**config.mk**
```make
export PLATFORM = sky130hd
export DESIGN_NAME = seq_restoring_divider
export DESIGN_NICKNAME = d
export VERILOG_FILES = /design/src/rtl/seq_restoring_divider.sv
export SDC_FILE = /design/constraint.sdc
export NUM_CORES = 1
export LEC_CHECK = 0
export BUFFER_PORTS_ARGS = -buffer_cell sky130_fd_sc_hd__clkbuf_2
export CAP_MARGIN = 25
export CORE_MARGIN = 1
export CORE_UTILIZATION = 42
export DETAILED_ROUTE_END_ITERATION = 10
export GPL_ROUTABILITY_DRIVEN = 0
export PLACE_DENSITY = 0.69
export SKIP_CTS_REPAIR_TIMING = 1
export SYNTH_ARGS = -nofsm -noshare
export SYNTH_HDL_FRONTEND = slang
export SYNTH_SLANG_ARGS = --single-unit
```
**constraint.sdc**
```tcl
create_clock -name clk -period 1.8 [get_ports clk]
set_input_delay 0.18 -clock clk [delete_from_list [all_inputs] [get_ports clk]]
set_output_delay 0.18 -clock clk [all_outputs]
set_load 0.05 [all_outputs]
```
**src/rtl/seq_restoring_divider.sv**
```systemverilog
// ---------------------------------------------------------------------------
// seq_restoring_divider
//
// Sequential unsigned restoring divider. It divides a DIVIDEND_W-bit dividend
// by a DIVISOR_W-bit divisor and produces one quotient bit per clock. It is
// the inverse of the 4x4 array multiplier in the arithmetic tile: an 8-bit
// product-width dividend over a 4-bit operand gives an 8-bit quotient and a
// 4-bit remainder.
//
// Ports:
//   clk          rising-edge clock
//   rst          asynchronous reset, active-high
//   start        request; sampled only when not iterating (IDLE or DONE)
//   dividend     unsigned dividend, captured on an accepted start
//   divisor      unsigned divisor, captured on an accepted start
//   busy         high while iterating
//   done         one-cycle pulse when the results become valid
//   quotient     result, held until the next completion
//   remainder    result, held until the next completion
//   div_by_zero  set together with done when the captured divisor was zero
// ---------------------------------------------------------------------------
module seq_restoring_divider #(
  parameter int DIVIDEND_W = 8,
  parameter int DIVISOR_W  = 4
) (
  input  logic                  clk,
  input  logic                  rst,
  input  logic                  start,
  input  logic [DIVIDEND_W-1:0] dividend,
  input  logic [DIVISOR_W-1:0]  divisor,
  output logic                  busy,
  output logic                  done,
  output logic [DIVIDEND_W-1:0] quotient,
  output logic [DIVISOR_W-1:0]  remainder,
  output logic                  div_by_zero
);

  localparam int CNT_W = (DIVIDEND_W > 1) ? $clog2(DIVIDEND_W) : 1;

  localparam logic [1:0] ST_IDLE = 2'd0;
  localparam logic [1:0] ST_RUN  = 2'd1;
  localparam logic [1:0] ST_DONE = 2'd2;

  logic [1:0]            state;
  logic [DIVIDEND_W-1:0] dvd_sh;
  logic [DIVIDEND_W-1:0] quo_sh;
  logic [DIVISOR_W-1:0]  dvs;
  logic [DIVISOR_W:0]    part_rem;
  logic [CNT_W-1:0]      cnt;

  logic [DIVISOR_W:0]    trial;
  logic                  fits;
  logic [DIVISOR_W:0]    next_rem;
  logic [DIVIDEND_W-1:0] next_quo;

  // One restoring step. The partial remainder is kept one bit wider than the
  // divisor so the shifted-in value can be compared before it is reduced; after
  // every step it is below the divisor again, so its top bit never carries
  // information into the next shift.
  always_comb begin
    trial    = {part_rem[DIVISOR_W-1:0], dvd_sh[DIVIDEND_W-1]};
    fits     = (trial >= {1'b0, dvs});
    next_rem = fits ? (trial - {1'b0, dvs}) : trial;
    next_quo = {quo_sh[DIVIDEND_W-2:0], fits};
  end

  // Control and datapath. A zero divisor skips iteration entirely and reports
  // an all-ones quotient with the low dividend bits as remainder. Result
  // outputs are only written on completion so they stay valid while the next
  // operation runs.
  always_ff @(posedge clk or posedge rst) begin
    if (rst) begin
      state       <= ST_IDLE;
      dvd_sh      <= '0;
      quo_sh      <= '0;
      dvs         <= '0;
      part_rem    <= '0;
      cnt         <= '0;
      quotient    <= '0;
      remainder   <= '0;
      div_by_zero <= 1'b0;
    end else begin
      case (state)
        ST_IDLE, ST_DONE: begin
          if (start) begin
            dvd_sh      <= dividend;
            dvs         <= divisor;
            div_by_zero <= (divisor == '0);
            if (divisor != '0) begin
              state    <= ST_RUN;
              cnt      <= CNT_W'(DIVIDEND_W - 1);
              part_rem <= '0;
              quo_sh   <= '0;
            end else begin
              state     <= ST_DONE;
              quotient  <= '1;
              remainder <= dividend[DIVISOR_W-1:0];
            end
          end else begin
            state <= ST_IDLE;
          end
        end
        ST_RUN: begin
          dvd_sh   <= dvd_sh << 1;
          part_rem <= next_rem;
          quo_sh   <= next_quo;
          cnt      <= cnt - 1'b1;
          if (cnt == '0) begin
            state     <= ST_DONE;
            quotient  <= next_quo;
            remainder <= next_rem[DIVISOR_W-1:0];
          end
        end
        default: state <= ST_IDLE;
      endcase
    end
  end

  assign busy = (state == ST_RUN);
  assign done = (state == ST_DONE);

endmodule

```
### After elaboration in Yosys (flattened, before gate mapping)

Index checks and enable logic that the tools add are counted.

* bits in latches: 0
* output and inout port bits: 15
* bits of input ports: 15
* RAM bits: 0
* word-level logic and storage cells: 52
* memories kept: 0
* ROM bits: 0
* bits in registers: 41

* multipliers: 0
* bitwise operators: 0
* $lt $le $gt $ge: 1
* shift-type cells: 0
* add/sub/neg operators: 2
* mux-type cells: 24
* reduce and logical (&&, ||, !) cells: 10
* divide/modulo/power cells: 0
* eq/ne operators: 6

Operator list (count)
* $mux 8: 4
* $pmux 8 s2: 2
* $mux 4: 6
* $pmux 4 s2: 2
* $mux 7: 2
* $pmux 7 s2: 1
* $mux 2: 3
* $mux 3: 2
* $ne 2x2->1 const B: 3
* $pmux 3 s2: 1
* $ge 5x4->1: 1
* $logic_not 4->1: 1
* $pmux 2 s2: 1
* $reduce_and 2->1: 2
* $reduce_and 4->1: 1
* $reduce_bool 4->1: 1
* $sub 4x4->4: 1
* $logic_not 3->1: 1
* $reduce_and 3->1: 1
* $sub 3x1->3 const B: 1
* $eq 2x1->1 const B: 1
* $eq 2x2->1 const B: 1
* $logic_not 2->1: 1
* $ne 2x1->1 const B: 1
* 2 further kinds: 2

### Logic depth before layout (Yosys ltp)

Gate-level depths: netlist of run 1.

* word-level depth: 4
* depth in mapped cells: 8
* depth with buffers taken out: 7

### Least setup slack after synthesis of run 1

OpenSTA, ideal clock, no wires.

* path kind: register -> register
* start point: register dvs[1]
* end point: register part_rem[3]
* stages on the path, launching flop included: 8
* setup time: 0.137 ns
* buffers on the path: 1
* clock period less this slack: 1.725 ns
* required time: 1.663 ns
* data arrival time: 1.588 ns
* path slack: 0.075 ns
* cell sequence: dfrtp_1 -> inv_1 -> ha_1 -> o21ai_0 -> a22o_1 -> buf_6 -> a2111oi_0 -> nor4_1

* cells in the longest elaborated chain, start to end: 3
* elaborated cells on any way between the ends: 4
* those cells by class: add/sub: 1; order compare: 1; mux: 2

Ends and longest elaborated chain
* from (decl): line 47 `logic [DIVISOR_W-1:0] dvs;`
* from (signal assigned): line 87 `dvs <= divisor;`
* $sub 4x4->4 / $ge 5x4->1 (equally long branches): line 63, 62
* $mux 4 (*): line 63 `next_rem = fits ? (trial - {1'b0, dvs}) : trial;`
* $pmux 4 s2 (*): line 83 `case (state)`
* to (signal assigned): line 105 `part_rem <= next_rem;`
* to (decl): line 48 `logic [DIVISOR_W:0] part_rem;`

Mark *: on every way between the ends. The rest lies on a longest branch, timed or not.
A chain may end at the register's enable or synchronous reset.

### Final worst setup path of run 1

* start point: register part_rem[1]
* end point: register remainder[2]

* cells in the longest elaborated chain, start to end: 4
* elaborated cells on any way between the ends: 5
* those cells by class: add/sub: 1; order compare: 1; mux: 3

Ends and longest elaborated chain
* $sub 4x4->4 / $ge 5x4->1 (equally long branches): line 63, 62
* $mux 4 (*): line 63
* $mux 4 (*): line 108 `if (cnt == '0) begin`
* $pmux 4 s2 (*): line 83
* to (signal assigned): line 97 `remainder <= dividend[DIVISOR_W-1:0];`
* to (signal assigned): line 111 `remainder <= next_rem[DIVISOR_W-1:0];`
* to (decl): line 34 `output logic [DIVISOR_W-1:0] remainder,`

Mark *: on every way between the ends. The rest lies on a longest branch, timed or not. The select of a mux whose other input is x is not followed.

==> out/summary.txt, run 1 <==
hold crit path type: input pin to asynchronous set/reset pin
clock slew at reported path FFs: 80 ps
average cell area after synthesis: 9.01 um^2
slowest stage delay, CP: 440 ps
signal arrival time at the worst endpoint: 1970 ps
DRT iter0 DRCs: 108
WL final: 4.28 mm
CP Launch Type: register
Die Y: 69.4 um
Synth Flop Type: dfrtp_1
run status: finished, violations left
Setup Skew: 5.45 ps
Core Region: 0.00435 mm^2
initial antenna violation count: 0
synth unique cells: 32
Max Cap Viol: 0
Via density: 5.36
FILL cells: 385
Die ar.: 0.00482 mm^2
Tot GR Track Use: 18.2%
IO Count: 30
DRC: 0
Initial Util: 43.9%
total number of vias: 1636
GR Overflow Total: 0
Seq cells post-synth: 41
Nets: 275
PortBufs: 29
Slew Viols, Final: 0
crit-path max FO: 5
Inserted Clock Buffers: 5
Row Count: 24
# diodes: 0
largest net degree at the start of global routing: 42
vias in the first global route: 1455
placed inst area: 0.00216 mm^2
CP delay by family, top: flip-flops
CTS tree: built
die width: 69.4 um
Max H-tree Level: 2
Async S/R FF share, synth: 100%
minimum clock period: 1750 ps
antenna viol nets, final: 0
# setup viols final: 0
Final Hold Viols: 2
clk_lat worst skew: 290 ps
syn nets: 234
worst hold slack: -4.93 ps
Crit-path slowest cell: dfrtp_1
WS Path Type: register to register
non-filler cells in the finished layout: 305
unrepaired setup endpoints after global routing: yes
failing checks: negative hold slack
Slew @ Worst Pin: 534 ps
clock sinks: 41
WP buf/inv: 0
synthesis-to-finish area growth: 24.2%
worst path required time: 2010 ps
root buffer selected by CTS: clkbuf_8
Pre-Repair DR Iteration Count: 4
cell area after synthesis: 0.00191 mm^2
Syn Inst Count: 212
Seq/Total Area, Yosys: 53.7%
achievable clock frequency: 570 MHz
crit end category: register
Routed wire per std cell: 14.0 um
Inst Count DP: 294
first-pass GRT wire length: 6.92 mm
Cell Chain, Critical Path: ha_4 -> nor4_4 -> a22o_2 -> mux2_4 -> a21oi_1
Slew headroom: 64.1%
period utilization: 97.4%
Post-synth EDFFs: 0
CTS Buffer Depth: 2
share of layout cells above drive strength 1: 26.5%
DP HPWL: 2.94 mm
Design Area, Final: 0.00237 mm^2
Warnings, synthesis: 0
-- stage by stage --
step / setup slack [ps] / utilization (%) / setup TNS, ps / hold slack, ps
after floorplan: 75.1 / - / 0 / 285
after global placement: 10.1 / 49.6 / 0 / 324
after detailed placement: -96.4 / 49.6 / -115 / 321
after CTS: -120 / 52.0 / -293 / 13.6
after global routing: -45.4 / 54.5 / -55.4 / 60.9
final: 47.1 / 54.5 / 0 / -4.93
-- placed cells by master, fill, tap and decap left out, types with 2 or more instances in the layout --
cell type,synthesis,routed
nand2b_1,2,2
nor2b_1,2,2
clkbuf_8,0,5
inv_1,11,10
o21ai_2,0,2
nor3_1,2,2
a21oi_1,11,11
o21ai_0,23,21
nor2_1,27,26
clkbuf_2,1,29
a22oi_1,3,3
buf_4,0,15
a2111oi_2,0,2
ha_1,6,2
nand3_1,5,5
ha_4,0,2
or3_1,2,2
o22ai_1,2,2
dfrtp_1,41,40
nand2_1,44,44
a31oi_1,5,5
a22o_1,2,2
ha_2,0,2
-- sequential cells by signal, indices dropped and copies added, names as in the netlist --
name	cells
quo_sh	7
dvd_sh	8
remainder	4
div_by_zero	1
cnt	3
dvs	4
quotient	8
state	2
part_rem	4
-- cell usage after synthesis (3+ instances only) --
cell      count  area (um^2)
a22oi_1       3         22.5
clkbuf_1      6         22.5
ha_1          6         75.1
o21ai_0      23          115
nor2_1       27          101
dfrtp_1      41         1030
a21oi_1      11         55.1
a31oi_1       5         31.3
inv_1        11         41.3
nand2_1      44          165
nand3_1       5         25.0
-- cell type report --
| cell class | count | area [um^2] | area share [%] |
|---|---|---|---|
| Clock buffer | 5 | 68.8 | 2.90 |
| Clock inverter | 2 | 35.0 | 1.48 |
| Sequential cell | 41 | 1030 | 43.3 |
| Timing Repair Buffer | 44 | 258 | 10.9 |
| Multi-Input combinational cell | 150 | 877 | 37.0 |
| Tap cell | 52 | 65.1 | 2.74 |
| Inverter | 11 | 41.3 | 1.74 |
-- worst min-delay path, delay by kind of cell --
| kind | cells | cell delay [ps] |
|---|---|---|
| buffers and inverters | 3 | 560 |
-- logic make-up (layout without fill, tap and decap cells) --
family / after synthesis / count (layout) / share of synthesized area, %
mux: 1 / 1 / 0.589
fa+ha+maj: 7 / 7 / 4.98
buf+inv: 22 / 62 / 4.91
simple gates: 89 / 89 / 19.8
flops: 41 / 41 / 53.7
compound gates: 51 / 52 / 15.6
xor+xnor: 1 / 1 / 0.458
-- routing by layer --
layer  global-route usage (%)  up-vias  share of wire, %
li1                         -      800                 -
met5                        0        -                 0
met1                     26.9      774                49
met4                     4.76        0               1.3
met3                     4.07        5               5.5
met2                     27.2       57                45
-- worst paths after layout --
check	start	depth (start not counted)	endpoint	slack, ps
max reg2reg	part_rem[1]	5	remainder[2]	50
min reg2reg	cnt[0]	1	cnt[0]	480
max in group asynchronous	rst	3	part_rem[0]	1420
min	rst	3	quotient[0]	-5
max	part_rem[1]	5	remainder[2]	50
min in group clk	divisor[0]	3	dvs[0]	110
Power of run 1 is left out: the tool's default activity adds up to more than one toggle a clock period on the data nets, which glitch-free logic cannot reach.
==> run 2: changes to the inputs <==
--- a/config.mk
+++ b/config.mk
@@ -5,6 +5,7 @@
 export SDC_FILE = /design/constraint.sdc
 export NUM_CORES = 1
 export LEC_CHECK = 0
+export ABC_AREA = 1
 export BUFFER_PORTS_ARGS = -buffer_cell sky130_fd_sc_hd__clkbuf_2
 export CAP_MARGIN = 25
 export CORE_MARGIN = 1
==> run 2 against run 1 <==
Net effect: the run still ends with negative hold slack left; wire length shrank 10%; global-route usage shrank 0.66 points; via count shrank 8.4%; worst hold slack lost 24 ps; design area shrank 4.3%; setup slack gained 81 ps; maximum frequency grew 4.8%.
==> out/summary.txt, run 2 <==
run status: finished, violations left
failing checks: negative hold slack
most frequent cells in the layout: 41 x dfrtp_1, 40 x inv_1, 40 x nand2_1
worst hold slack: -28.9 ps (-24.0 ps)
most common cell in the netlist: dfrtp_1
LEAKAGE: 1.20 nW
Inserted Clock Buffers: 5 (unchanged)
# diodes: 0 (unchanged)
Seq cells post-synth: 41 (unchanged)
# setup viols final: 0 (unchanged)
Seq/Total Area, Yosys: 53.1% (-0.59 points)
Slew Viols, Final: 0 (unchanged)
cell area after synthesis: 0.00193 mm^2 (+1.1%)
achievable clock frequency: 598 MHz (+4.8%)
Synth Area in XOR/XNOR: 0.453% (-0.0050 points)
share of layout cells above drive strength 1: 22.4% (-4.1 points)
Tot Pwr: 4.78 mW
syn nets: 239 (+2.1%)
total number of vias: 1498 (-8.4%)
Via density: 4.88 (-9.0%)
worst reg2reg path depth: 10 (+5)
hold crit path type: input pin to asynchronous set/reset pin
detailed route wirelength on metal3: 160 um (-32%)
largest net degree at the start of global routing: 42 (unchanged)
Top Registers: dvd_sh: 8 flops, quotient: 8 flops, quo_sh: 7 flops
Core Region: 0.00438 mm^2 (+0.69%)
crit-path max FO: 6 (+1)
pwr dens: 2110 mW/mm^2
DRC: 0 (unchanged)
Setup Skew: 6.23 ps (+0.775 ps)
crit end category: register
worst path required time: 2000 ps (about the same)
Initial Util: 44.1% (+0.18 points)
first-pass GRT wire length: 6.68 mm (-3.5%)
simple-gate portion of the synthesized area: 20.0% (+0.24 points)
Max H-tree Level: 2 (unchanged)
Nets: 276 (+0.36%)
initial antenna violation count: 0 (unchanged)
clock slew at reported path FFs: 80 ps (about the same)
vias in the first global route: 1479 (+1.6%)
largest family of logic cells by synthesized area: simple AND/OR/NAND/NOR gates
Yosys top cell area share: 53.1% (-0.59 points)
IO Count: 30 (unchanged)
Async S/R FF share, synth: 100% (unchanged)
root buffer selected by CTS: clkbuf_8
GR Overflow Total: 0 (unchanged)
WL final: 3.85 mm (-10%)
most instantiated cells after synthesis: 41 x dfrtp_1, 40 x inv_1, 40 x nand2_1, 17 x nand3_1, 14 x o21ai_0
Die Y: 69.8 um (+0.54%)
die width: 69.8 um (+0.54%)
worst ir drop on vdd: 0.932 mV
antenna viol nets, final: 0 (unchanged)
Max Cap Viol: 0 (unchanged)
Post-synth EDFFs: 0 (unchanged)
Inst Count DP: 299 (+1.7%)
Synth Area in Adders: 4.92% (-0.055 points)
post-layout util: 51.8% (-2.7 points)
multi-input logic area: 723 um^2 (-18%)
reg2reg start: dvs[2]
DP HPWL: 2.74 mm (-6.7%)
CTS Buffer Depth: 2 (unchanged)
Final Hold Viols: 41 (+39)
Slew @ Worst Pin: 513 ps (-21.7 ps)
largest cells by area after synthesis: dfrtp_1 53%, inv_1 7.8%, nand2_1 7.8%
DRT met1 WL: 1.87 mm (-10%)
period utilization: 92.9% (-4.5 points)
most common cell after layout, fill and taps aside: dfrtp_1
Die ar.: 0.00487 mm^2 (+1.1%)
R2R Path End: remainder[1]
Routed wire per std cell: 12.5 um (-11%)
met2 routed WL: 1.76 mm (-8.2%)
synthesis-to-finish area growth: 17.5%
average cell area after synthesis: 8.90 um^2 (-1.2%)
R2R setup slack: 130 ps (+80 ps)
PortBufs: 29 (unchanged)
CP Launch Type: register
clock sinks: 41 (unchanged)
clk_lat worst skew: 300 ps (about the same)
Row Count: 24 (unchanged)
storage element area: 0.00103 mm^2 (-0.12%)
non-filler cells in the finished layout: 307 (+0.66%)
DRT iter0 DRCs: 90 (-17%)
Synth Area in Compound Gates: 11.6% (-4.0 points)
top layer in use: met4
synth unique cells: 25 (-22%)
Tot GR Track Use: 17.6% (-0.66 points)
FILL cells: 428 (+11%)
post-synth top area cell: dfrtp_1
minimum clock period: 1670 ps (-80.7 ps)
Slew headroom: 65.8% (+1.7 points)
Synth Flop Type: dfrtp_1
proportion of synthesized area in mux cells: 0% (-0.59 points)
unrepaired setup endpoints after global routing: yes
WS Path Type: register to register
CTS tree: built
Pre-Repair DR Iteration Count: 4 (unchanged)
Warnings, synthesis: 0 (unchanged)
signal arrival time at the worst endpoint: 1870 ps (-100 ps)
Syn Inst Count: 217 (+2.4%)
[run 2: cell count changes after synthesis, moves of 4 or more]
| cell | previous run | this run |
|---|---|---|
| o22ai_1 | 2 | 6 |
| nor2_1 | 27 | 10 |
| nand2_1 | 44 | 40 |
| a31oi_1 | 5 | 0 |
| o211ai_1 | 0 | 7 |
| nand4_1 | 0 | 5 |
| o21ai_0 | 23 | 14 |
| nand3_1 | 5 | 17 |
| inv_1 | 11 | 40 |
[run 2: through the flow]
stage / setup TNS [ps] / setup slack, ps / instance area (um^2)
detailed placement: 0 / 102 / 2160
CTS: 0 / 91.9 / 2260
floorplan: 0 / 223 / 1930
global placement: 0 / 114 / 2160
finish: 0 / 128 / 2270
global route: -76.6 / -33.5 / 2270
[run 2: worst max-delay path, stage by stage, from the launching register on]
cell and delay, ps:
dfrtp_1 350, inv_1 50, ha_1 360, a21oi_2 210
nand2_1 70, nand2_1 70, nand2_1 140, nand3_1 140
nand3_1 80, nand2_1 60, inv_1 30
[run 2: cell families after synthesis]
| group | count (synthesis) |
|---|---|
| DFF | 41 |
| adders and majority gates | 7 |
| xor gates and xnor gates | 1 |
| and+or+nand+nor | 82 |
| buffers and inverters | 48 |
| AOI/OAI and AO/OA | 38 |
[run 2: how the worst max path moves through the flow]
stage / from / to / slack (ps) / depth (start not counted)
floorplan: part_rem[1] / remainder[2] / 220 / 9
global placement: cnt[0] / remainder[2] / 110 / 10
detailed placement: cnt[0] / remainder[2] / 100 / 10
CTS: cnt[0] / remainder[2] / 90 / 10
global route: dvs[2] / remainder[0] / -30 / 10
finish: dvs[2] / remainder[1] / 130 / 10
[run 2: power by group]
part / leakage (nW) / internal (mW) / total, mW / switching, mW
clock network: 0.0512 / 0.311 / 0.636 / 0.325
registers: 0.490 / 1.35 / 1.54 / 0.193
logic: 0.660 / 0.851 / 2.60 / 1.75
total: 1.20 / 2.51 / 4.78 / 2.27
[run 2: area by class of cell]
type / instances / area share [%]
sequential: 41 / 45.2
clock buffer: 6 / 3.64
inverter: 43 / 7.44
tap: 52 / 2.87
clock inverter: 2 / 0.606
multi-input combinational: 128 / 31.9
timing repair buffer: 35 / 8.38
[run 2: metal layers]
layer	track usage, %	vias to the layer above
met5	0	-
met4	6.00	0
met3	4.36	5
li1	-	770
met1	24.0	691
met2	27.4	32
(Power assumes the default switching activity.)
==> run 3: changes to the inputs <==
--- a/config.mk
+++ b/config.mk
@@ -12,7 +12,7 @@
 export CORE_UTILIZATION = 42
 export DETAILED_ROUTE_END_ITERATION = 10
 export GPL_ROUTABILITY_DRIVEN = 0
-export PLACE_DENSITY = 0.69
+export PLACE_DENSITY = 0.67
 export SKIP_CTS_REPAIR_TIMING = 1
 export SYNTH_ARGS = -nofsm -noshare
 export SYNTH_HDL_FRONTEND = slang
==> constraint.sdc (replaced) <==
create_clock -name clk -period 2 [get_ports clk]
set_input_delay 0.2 -clock clk [delete_from_list [all_inputs] [get_ports clk]]
set_output_delay 0.2 -clock clk [all_outputs]
set_load 0.05 [all_outputs]
==> run 3 against run 2 <==
Net effect: first-iteration DRC count fell by 34%; via count fell by 0.40%; clock power rose by 7.9%; setup slack improved by 67 ps; largest cell class unchanged; non-clock buffer count fell by 2; core utilization fell by 0.20 points; design area fell by 0.39%; wire length fell by 3.0%; the run still ends with negative hold slack left; flip-flop and latch count did not move; highest routed layer unchanged.
==> out/summary.txt, run 3 (same netlist as run 2, synthesis figures left out) <==
Slew headroom: 66.6% (+0.80 points)
DP HPWL: 2.77 mm (+1.2%)
first-pass GRT wire length: 6.70 mm (+0.30%)
clk_lat worst skew: 290 ps (about the same)
vias in the first global route: 1443 (-2.4%)
Top Registers: dvd_sh: 8 flops, quotient: 8 flops, quo_sh: 7 flops
# setup viols final: 0 (unchanged)
Row Count: 24 (unchanged)
PortBufs: 29 (unchanged)
Max Cap Viol: 0 (unchanged)
largest net degree at the start of global routing: 42 (unchanged)
crit-path max FO: 15 (+9)
IO Count: 30 (unchanged)
period utilization: 90.2%
switching power total: 1.99 mW (-12%)
Logic pwr share: 51.7% (-2.7 points)
clock share of power: 15.9% (+2.6 points)
switching share of power: 46.0% (-1.4 points)
total number of vias: 1492 (-0.40%)
synthesis-to-finish area growth: 17.0%
antenna viol nets, final: 0 (unchanged)
Max H-tree Level: 2 (unchanged)
minimum clock period: 1800 ps
Slew Viols, Final: 0 (unchanged)
internal power: 2.33 mW (-7.2%)
share of layout cells above drive strength 1: 20.2% (-2.2 points)
Pre-Repair DR Iteration Count: 4 (unchanged)
CTS tree: built
GRT met3 Usage: 4.22% (-0.15 points)
WS Path Type: register to output pin
die width: 69.8 um (unchanged)
initial antenna violation count: 0 (unchanged)
register share of total power: 32.5% (+0.2 points)
worst reg2reg path depth: 9 (-1)
post-layout util: 51.6% (-0.20 points)
unrepaired setup endpoints after global routing: no
WL final: 3.73 mm (-3.0%)
achievable clock frequency: 554 MHz
clock slew at reported path FFs: 80 ps (about the same)
non-filler cells in the finished layout: 305 (-0.65%)
failing checks: negative hold slack
DRC: 0 (unchanged)
hold crit path type: input pin to asynchronous set/reset pin
setup TNS: 0 ps (unchanged)
GR Overflow Total: 0 (unchanged)
met2 Usage GRT: 26.2% (-1.2 points)
grt peak-use layer: met2
most frequent cells in the layout: 41 x dfrtp_1, 40 x inv_1, 40 x nand2_1
Die Y: 69.8 um (unchanged)
Die ar.: 0.00487 mm^2 (unchanged)
DRT iter0 DRCs: 59 (-34%)
Nets: 274 (-0.72%)
Initial Util: 44.1% (unchanged)
most common cell after layout, fill and taps aside: dfrtp_1
Routed wire per std cell: 12.2 um (-2.4%)
worst ir drop on vdd: 0.734 mV (-21%)
signal arrival time at the worst endpoint: 1600 ps (-270 ps)
Final Hold Viols: 4 (-90%)
clock sinks: 41 (unchanged)
met1 Use GR: 24.9% (+0.89 points)
Core Region: 0.00438 mm^2 (unchanged)
Via density: 4.89 (+0.25%)
worst path required time: 1800 ps (-200 ps)
CTS Buffer Depth: 2 (unchanged)
root buffer selected by CTS: clkbuf_8
# diodes: 0 (unchanged)
Inserted Clock Buffers: 5 (unchanged)
LEAKAGE: 1.20 nW (+0.23%)
CP Launch Type: register
crit end category: output pin
Slew @ Worst Pin: 501 ps (-11.9 ps)
worst hold slack: -1.99 ps (+26.9 ps)
Tot GR Track Use: 17.6% (about the same)
Setup Skew: 10.5 ps (+4.28 ps)
pwr dens: 1910 mW/mm^2 (-9.3%)
run status: finished, violations left
Inst Count DP: 297 (-0.67%)
==> run 3: cell types whose count changed in the layout (fill, tap and decap cells not counted) <==
cell	delta
clkbuf_1	+1
a21oi_1	+1
a21oi_2	-1
buf_4	-2
clkinv_2	-1
inv_6	-1
clkinv_4	-1
inv_2	+1
ha_2	-2
ha_1	+2
bufinv_16	+1
==> run 3: layer usage <==
layer / vias to the layer above / share of wire (%) / routed length, um
li1: 769 / - / -
met1: 690 / 51 / 1920
met2: 27 / 43 / 1600
met3: 6 / 4.0 / 148
met4: 0 / 1.6 / 61
met5: - / 0 / 0
==> run 3: worst max-delay path, stage by stage, from the launching register on <==
cell and delay (ps):
dfrtp_1 420, nor2_4 340, buf_4 260, clkbuf_2 300
==> run 3: power groups by stage <==
stage	logic, mW	registers [mW]	clock network, mW
3_5_place_dp	2.25	1.42	0
5_1_grt	2.54	1.44	0.733
3_3_place_gp	2.22	1.41	0
4_1_cts	2.26	1.40	0.701
6_report	2.23	1.40	0.686
2_1_floorplan	1.38	1.78	0
==> run 3: layout make-up <==
cell class / instances / area, um^2
clock buffer: 7 / 86.3
fill: 417 / 2120
inverter: 43 / 164
sequential: 41 / 1030
timing repair buffer: 33 / 175
clock inverter: 1 / 30.0
multi-input combinational: 128 / 714
tap: 52 / 65.1
==> run 3: path summary, 6_finish.rpt <==
| check | from | end | slack (ps) |
|---|---|---|---|
| setup / recovery | state[1] | busy | 200 |
| hold / removal | rst | quo_sh[3] | -2 |
| setup reg to reg | part_rem[1] | remainder[1] | 210 |
| hold reg to reg | dvs[2] | dvs[2] | 490 |
| max in group asynchronous | rst | dvd_sh[3] | 1650 |
| min in group clk | dividend[5] | dvd_sh[5] | 160 |
==> run 3: stage by stage <==
stage	worst slack (ps)	area, um^2	power [mW]
finish	195	2260	4.32
detailed placement	231	2140	3.67
floorplan	423	1930	3.15
global route	21.0	2260	4.72
global placement	243	2140	3.63
CTS	190	2260	4.36
